<file path="src/rtl/dmem_arb_pkg.sv">
// Shared types and default sizes for the data-memory copy arbiter.
// The state encoding is used by the FSM in dmem_copy_arbiter.
package dmem_arb_pkg;

  localparam int DEFAULT_AW         = 8;
  localparam int DEFAULT_DW         = 8;
  localparam int DEFAULT_STARVE_MAX = 4;

  typedef enum logic [1:0] {
    IDLE = 2'd0,
    RD   = 2'd1,
    WR   = 2'd2,
    DONE = 2'd3
  } state_t;

endpackage

</file>
<file path="src/rtl/dmem_arb_mux.sv">
// Steers either the core load/store path or the copy engine onto the data memory port.
// The core is refused (stalled) only when the engine owns the port and the core wants it.
module dmem_arb_mux #(
  parameter int AW = 8,
  parameter int DW = 8
) (
  input  logic          engine_sel,
  input  logic          core_req,
  input  logic [AW-1:0] core_addr,
  input  logic [DW-1:0] core_wdata,
  input  logic          core_read_en,
  input  logic          core_write_en,
  input  logic [AW-1:0] eng_addr,
  input  logic [DW-1:0] eng_wdata,
  input  logic          eng_read_en,
  input  logic          eng_write_en,
  output logic [AW-1:0] mem_addr,
  output logic [DW-1:0] mem_wdata,
  output logic          mem_read_en,
  output logic          mem_write_en,
  output logic          core_stall
);

  always_comb begin
    mem_addr     = core_addr;
    mem_wdata    = core_wdata;
    mem_read_en  = core_read_en;
    mem_write_en = core_write_en;
    if (engine_sel) begin
      mem_addr     = eng_addr;
      mem_wdata    = eng_wdata;
      mem_read_en  = eng_read_en;
      mem_write_en = eng_write_en;
    end
    core_stall = engine_sel & core_req;
  end

endmodule

</file>
<file path="src/rtl/dmem_copy_arbiter.sv">
// Shares single-port data memory between the core and a byte-serial block-copy engine.
// The core normally wins; a starvation counter forces one engine cycle every STARVE_MAX losses.
module dmem_copy_arbiter
  import dmem_arb_pkg::*;
#(
  parameter int AW         = DEFAULT_AW,
  parameter int DW         = DEFAULT_DW,
  parameter int STARVE_MAX = DEFAULT_STARVE_MAX
) (
  input  logic          CLK,
  input  logic          reset,
  input  logic [AW-1:0] core_addr,
  input  logic [DW-1:0] core_wdata,
  input  logic          core_read_en,
  input  logic          core_write_en,
  output logic [DW-1:0] core_rdata,
  output logic          core_stall,
  input  logic          dma_start,
  input  logic [AW-1:0] dma_src,
  input  logic [AW-1:0] dma_dst,
  input  logic [AW-1:0] dma_len,
  output logic          dma_busy,
  output logic          dma_done,
  output logic [AW-1:0] mem_addr,
  output logic [DW-1:0] mem_wdata,
  output logic          mem_read_en,
  output logic          mem_write_en,
  input  logic [DW-1:0] mem_rdata
);

  localparam int SW = $clog2(STARVE_MAX + 1);

  state_t        state_q, state_d;
  logic [AW-1:0] src_q, src_d;
  logic [AW-1:0] dst_q, dst_d;
  logic [AW-1:0] len_q, len_d;
  logic [AW-1:0] idx_q, idx_d;
  logic [SW-1:0] starve_cnt_q, starve_cnt_d;
  logic [DW-1:0] rd_buf_q, rd_buf_d;

  logic          core_req;
  logic          engine_win;
  logic          engine_sel;
  logic [AW-1:0] eng_addr;
  logic [DW-1:0] eng_wdata;
  logic          eng_read_en;
  logic          eng_write_en;
  logic          mux_write_en;

  assign core_req   = core_read_en | core_write_en;
  assign engine_win = !core_req | (starve_cnt_q == SW'(STARVE_MAX));
  assign core_rdata = mem_rdata;
  assign dma_busy   = (state_q != IDLE);
  assign dma_done   = (state_q == DONE);

  always_comb begin
    state_d      = state_q;
    src_d        = src_q;
    dst_d        = dst_q;
    len_d        = len_q;
    idx_d        = idx_q;
    starve_cnt_d = starve_cnt_q;
    rd_buf_d     = rd_buf_q;
    engine_sel   = 1'b0;
    eng_addr     = '0;
    eng_wdata    = '0;
    eng_read_en  = 1'b0;
    eng_write_en = 1'b0;

    unique case (state_q)
      IDLE: begin
        if (dma_start) begin
          src_d   = dma_src;
          dst_d   = dma_dst;
          len_d   = dma_len;
          idx_d   = '0;
          state_d = (dma_len != '0) ? RD : DONE;
        end
      end
      RD, WR: begin
        if (engine_win) begin
          engine_sel   = 1'b1;
          starve_cnt_d = '0;
          if (state_q == RD) begin
            eng_addr    = src_q + idx_q;
            eng_read_en = 1'b1;
            rd_buf_d    = mem_rdata;
            state_d     = WR;
          end else begin
            eng_addr     = dst_q + idx_q;
            eng_wdata    = rd_buf_q;
            eng_write_en = 1'b1;
            if (idx_q == len_q - AW'(1)) begin
              state_d = DONE;
            end else begin
              idx_d   = idx_q + AW'(1);
              state_d = RD;
            end
          end
        end else begin
          starve_cnt_d = starve_cnt_q + SW'(1);
        end
      end
      DONE: begin
        state_d = IDLE;
      end
      default: begin
        state_d = IDLE;
      end
    endcase
  end

  always_ff @(posedge CLK) begin
    if (reset) begin
      state_q      <= IDLE;
      src_q        <= '0;
      dst_q        <= '0;
      len_q        <= '0;
      idx_q        <= '0;
      starve_cnt_q <= '0;
      rd_buf_q     <= '0;
    end else begin
      state_q      <= state_d;
      src_q        <= src_d;
      dst_q        <= dst_d;
      len_q        <= len_d;
      idx_q        <= idx_d;
      starve_cnt_q <= starve_cnt_d;
      rd_buf_q     <= rd_buf_d;
    end
  end

  dmem_arb_mux #(
    .AW(AW),
    .DW(DW)
  ) u_mux (
    .engine_sel   (engine_sel),
    .core_req     (core_req),
    .core_addr    (core_addr),
    .core_wdata   (core_wdata),
    .core_read_en (core_read_en),
    .core_write_en(core_write_en),
    .eng_addr     (eng_addr),
    .eng_wdata    (eng_wdata),
    .eng_read_en  (eng_read_en),
    .eng_write_en (eng_write_en),
    .mem_addr     (mem_addr),
    .mem_wdata    (mem_wdata),
    .mem_read_en  (mem_read_en),
    .mem_write_en (mux_write_en),
    .core_stall   (core_stall)
  );

  // A reset cycle must never corrupt memory, whoever currently owns the port.
  assign mem_write_en = mux_write_en & ~reset;

endmodule
</file>
<file path="config.mk">
export PLATFORM = sky130hd
export DESIGN_NAME = dmem_copy_arbiter
export DESIGN_NICKNAME = d
export VERILOG_FILES = /design/src/rtl/dmem_arb_pkg.sv /design/src/rtl/dmem_arb_mux.sv /design/src/rtl/dmem_copy_arbiter.sv
export SDC_FILE = /design/constraint.sdc
export NUM_CORES = 1
export LEC_CHECK = 0
export CORE_AREA = 2 2 112 114
export CTS_BUF_LIST = sky130_fd_sc_hd__clkbuf_4 sky130_fd_sc_hd__clkbuf_8
export DETAILED_ROUTE_END_ITERATION = 8
export DIE_AREA = 0 0 114 116
export SYNTH_ARGS = -nofsm -noshare
export SYNTH_HDL_FRONTEND = slang
export SYNTH_HIERARCHICAL = 1
export SYNTH_SLANG_ARGS = --single-unit
</file>
<file path="constraint.sdc">
create_clock -name CLK -period 3.7 [get_ports CLK]
set_input_delay 0.37 -clock CLK [delete_from_list [all_inputs] [get_ports CLK]]
set_output_delay 0.37 -clock CLK [all_outputs]
set_load 0.03 [all_outputs]
</file>
* After elaboration in Yosys (flattened, before gate mapping) *
Cells that the tools add are included.

storage, ports and cells
  logic and storage cells = 66
  flip-flop bits (word level) = 45
  input bits = 53
  output and inout bits = 29

cells by class
  reduce and logical (&&, ||, !) cells = 10
  equal/unequal tests = 9
  bitwise logic cells = 5
  add/subtract/negate cells = 5
  multiplexer cells = 30

operator list
  kind                   number
  $mux W8                12
  $add A8 B8 Y8          2
  $pmux W8 S2            1
  $mux W1                10
  $mux W2                5
  $add A8 B1 Y8 const B  1
  $eq A8 B8 Y1           1
  $ne A2 B2 Y1 const B   4
  $reduce_bool A8 Y1     1
  $sub A8 B1 Y8 const B  1
  $pmux W2 S3            1
  $reduce_and A5 Y1      1
  $eq A2 B2 Y1 const B   2
  $reduce_and A2 Y1      2
  $reduce_bool A2 Y1     2
  $add A3 B1 Y3 const B  1
  $eq A3 B3 Y1 const B   1
  $mux W3                1
  $reduce_and A3 Y1      1
  $and A1 B1 Y1          2
  $eq A2 B1 Y1 const B   1
  $logic_not A2 Y1       1
  $or A1 B1 Y1           2
  $reduce_or A2 Y1       1
  other kinds (2)        2

* Depth between registers and ports, before layout *
  word-level depth = 7
  depth in mapped cells = 14
  mapped depth without buffers = 13

* By module *
Netlist, hierarchy kept.

modules (own cells, without submodules)
  module             cells each  sequential area each (um^2)  area an instance (um^2)  times used
  dmem_copy_arbiter  336         900.9                        2670.1                   1
  dmem_arb_mux       21          0.0                          275.3                    1

* Least setup slack after synthesis *
No wires, ideal clock.

  path kind = reg2out
  start point = reg state_q[1]
  end point = out mem_addr[7]
  buffers on the path = 1
  cell stages (with the launch flop) = 13
  path slack = 0.312 ns
  arrival time = 3.018 ns
  required time = 3.330 ns
  cells stage by stage = dfxtp_1 > inv_1 > ha_1 > clkbuf_1 > mux2_1 > ha_1 > a21o_1 > a21oi_1 > o21ai_1 > a2111o_1 > a21oi_1 > nor3b_1 > mux2_2

on the way
  word-level cells in the longest chain between the ends = 5
  elaborated cells on any way between the ends = 8
  those cells by class = eq/ne (2); mux (5); reduce/logical (1)

ends and longest elaborated chain
  what                    line                                              source
  from (decl)             dmem_copy_arbiter.sv:33                           state_t state_q, state_d;
  from (signal assigned)  dmem_copy_arbiter.sv:123                          state_q <= state_d;
  $eq A2 B1 Y1            dmem_copy_arbiter.sv:70, dmem_copy_arbiter.sv:84
  $mux W8                 dmem_copy_arbiter.sv:84                           if (state_q == RD) begin
  $mux W8                 dmem_copy_arbiter.sv:81                           if (engine_win) begin
  $mux W8 *               dmem_copy_arbiter.sv:70                           unique case (state_q)
  net eng_addr[7]         dmem_copy_arbiter.sv:44                           logic [AW-1:0] eng_addr;
  $mux W8 *               dmem_arb_mux.sv:29                                if (engine_sel) begin
  to (decl)               dmem_copy_arbiter.sv:24                           output logic [AW-1:0] mem_addr,

Mark *: on every way through the listed nets, which the timed path passes. The rest lies on a longest branch.

* Final worst setup path *
Same ends and word-level chain as after synthesis.

==> out/metrics.cfg <==
[run_status]
status = completed

[logic_synthesis]
synth_ff_type = dfxtp_1
syn_area_mm2 = 0.00295
synth_warnings = 6
ys_types = 62
synth_area_per_cell_um2 = 8.25
async_reset_ff_share_pct = 0
synth-edff-count = 0
syn_nets = 426
ys_ff_latch = 45
synthCells = 357
synth_seq_area_share_pct = 30.6

[power]
p_int_mw = 1.27
combPwrFrac_pct = 52.3
p_seq_share_pct = 30.0
vdd_drop_max_v = 0.000210
switching_share_pct = 41.9
leakage_nw = 1.54
powerDensity_mw_per_mm2 = 549
clkPwrFrac_pct = 17.7
power_mw = 2.19
p_sw_uw = 916

[timing]
slew_headroom_pct = 46.3
max_freq_mhz = 282
tns_ns = 0
slew_viol_final = 0
period_needed_ns = 3.55
setup_viol = 0
worst_pin_slew_ns = 0.800
hold-worst-slack_ns = 0.454
layout_worst_path_cycle_share_pct = 95.9
hold_viol = 0
skew_ns = 0.00786

[cts]
htreeDepth = 2
cts_buffers = 5
clockBufferDepth = 2
root_buffer = clkbuf_8
cts_sinks = 45
clock_latency_ns = 0.31
path_clk_slew_ns = 0.09
cts_tree = yes
hold_buffers = 0

[die]
initial_core_util_pct = 24.7
placementRows = 40
chipHeight_um = 116
die_w_um = 114
coreArea_mm2 = 0.0119
ios = 82
dieArea_mm2 = 0.0132

[global_routing]
grt_use_total_pct = 12.4
grt_max_degree = 40
met3_usage_pct = 2.04
grt_pass1_vias = 2640
use_met1_pct = 16.8
grt_pass1_wl_um = 13000
grt_overflow = 0
met2_usage_pct = 20.0
grt-busiest-layer = met2
antenna_found_initial = 0

[setup_path]
reg2reg_slack_ns = 1.13
reg2reg_to = idx_q[4]
r2r_cells = 7
crit_fanout = 6
end_kind = output port
worstPathArrival_ns = 3.18
crit_start = state_q[1]
r2r_start = state_q[0]
worstSetupPathType = flop to output port
crit_path_start_kind = flop
required_ns = 3.33

[placement]
port_buffers = 81
dp_hpwl_um = 6220
dpl_cell_area_mm2 = 0.00385
gp_congestion = 0.822

[final_layout]
final_common_cell = clkdlybuf4s50_1
fin_nets = 498
final_cell_mix = clkdlybuf4s50_1, nand2_1, dfxtp_1, a21oi_1, inv_1
syn2layout_area_growth_pct = 35.3
seq_area_um2 = 902
num_antenna_cells = 0
drive_gt1_share_pct = 13.7
num-fill-cells = 1278
multiInputGateArea_mm2 = 0.00185
final_area_mm2 = 0.00398

[detailed_routing]
detail_route.vias_per_cell = 4.58
drt-pass1-iter-count = 4
drtIter0Drc = 106
drc = 0
ant_nets = 0
wl_um = 7800
vias = 2643
routedWlPerCell_um = 13.5

[worst_hold_path]
min_from = rd_buf_q[2]
min_delay_worst_endpoint = rd_buf_q[2]
hp-class = flop to flop
whs_path_depth = 2

[flow_run]
drv_cap = 0

## synth_stat cells, drive strengths merged, types with 2 or more instances
master,instances,area (um2)
nand2,76,285
dfxtp,45,901
a21oi,42,210
mux2,25,315
inv,21,78.8
nor2,17,66.3
ha,15,188
buf,12,100
and3,11,70.1
clkbuf,11,41.3
nor3,9,50.1
xnor2,7,61.3
o21ai,6,33.8
mux2i,4,40.0
nand4,4,25.0
xor2,4,35.0
a311oi,3,26.3
nand3,3,15.0
nor2b,3,18.8
nor3b,3,22.5
or2,3,18.8
a2111oi,2,42.5
a21boi,2,15.0
a21o,2,15.0
a31o,2,17.5
and2,2,13.8
or3,2,12.5
## layout make-up
cell class	instances	share of cell area, %
Multi-Input combinational cell	268	46.4
Sequential cell	45	22.6
Timing Repair Buffer	88	21.5
Tap cell	147	4.62
Inverter	21	1.98
Clock buffer	6	1.92
Clock inverter	2	0.974
## what timing repair did
item	4_1_cts	5_1_grt
setup endpoints to repair	2	6
gates cloned	0	0
buffers inserted	0	0
gates resized for setup	2	8
## metal layers
layer	part of all wire, %	up-vias
met5	0	-
met4	1.7	0
met3	3.2	9
met2	46	47
met1	49	1207
li1	-	1380
## worst max-delay path by stage
stage | depth (start not counted) | to
2_1_floorplan | 12 | mem_addr[7]
3_3_place_gp | 12 | mem_addr[5]
3_5_place_dp | 12 | mem_addr[5]
4_1_cts | 12 | mem_addr[7]
5_1_grt | 12 | mem_addr[7]
6_report | 12 | mem_addr[7]
## flip-flops by register name, indices dropped and copies added, names as in the netlist
| name | cells |
|---|---|
| dst_q | 8 |
| rd_buf_q | 8 |
| state_q | 2 |
| src_q | 8 |
| idx_q | 8 |
| len_q | 8 |
| starve_cnt_q | 3 |
## power by group through the flow
stage               combinational, mW  clock [mW]  sequential, mW
floorplan                       0.819           0           0.634
CTS                              1.13       0.402           0.651
detailed placement               1.13           0           0.663
finish                           1.14       0.388           0.655
global route                     1.27       0.419           0.670
global placement                 1.11           0           0.661
## metrics by stage
| stage | util, % | instances | setup WS, ns |
|---|---|---|---|
| 5_1_grt | 33.4 | 577 | -0.00378 |
| 6_report | 33.4 | 577 | 0.152 |
| 4_1_cts | 33.2 | 577 | 0.0114 |
| 3_5_place_dp | 32.3 | 569 | 0.200 |
| 2_1_floorplan | - | 357 | 0.312 |
| 3_3_place_gp | 32.3 | 569 | 0.251 |
## worst max-delay path, stage by stage (launching register included)
cell,delay (ns)
dfxtp_2,0.34
inv_1,0.12
ha_4,0.19
mux2_1,0.36
ha_1,0.29
a21o_1,0.19
a21oi_2,0.16
o21ai_1,0.10
a2111o_1,0.44
a21oi_1,0.18
nor3b_2,0.07
mux2_2,0.26
buf_4,0.17
## cells by family (layout without fill, tap and decap cells)
group | count (synthesis) | in the layout | synth area share [%]
and+or+nand+nor | 138 | 138 | 21.8
AOI/OAI and AO/OA | 73 | 73 | 17.0
DFF | 45 | 45 | 30.6
buffers and inverters | 44 | 117 | 7.48
muxes | 29 | 29 | 12.1
adders and majority gates | 16 | 16 | 7.05
xor gates and xnor gates | 12 | 12 | 4.04
(Power assumes the default switching activity.)
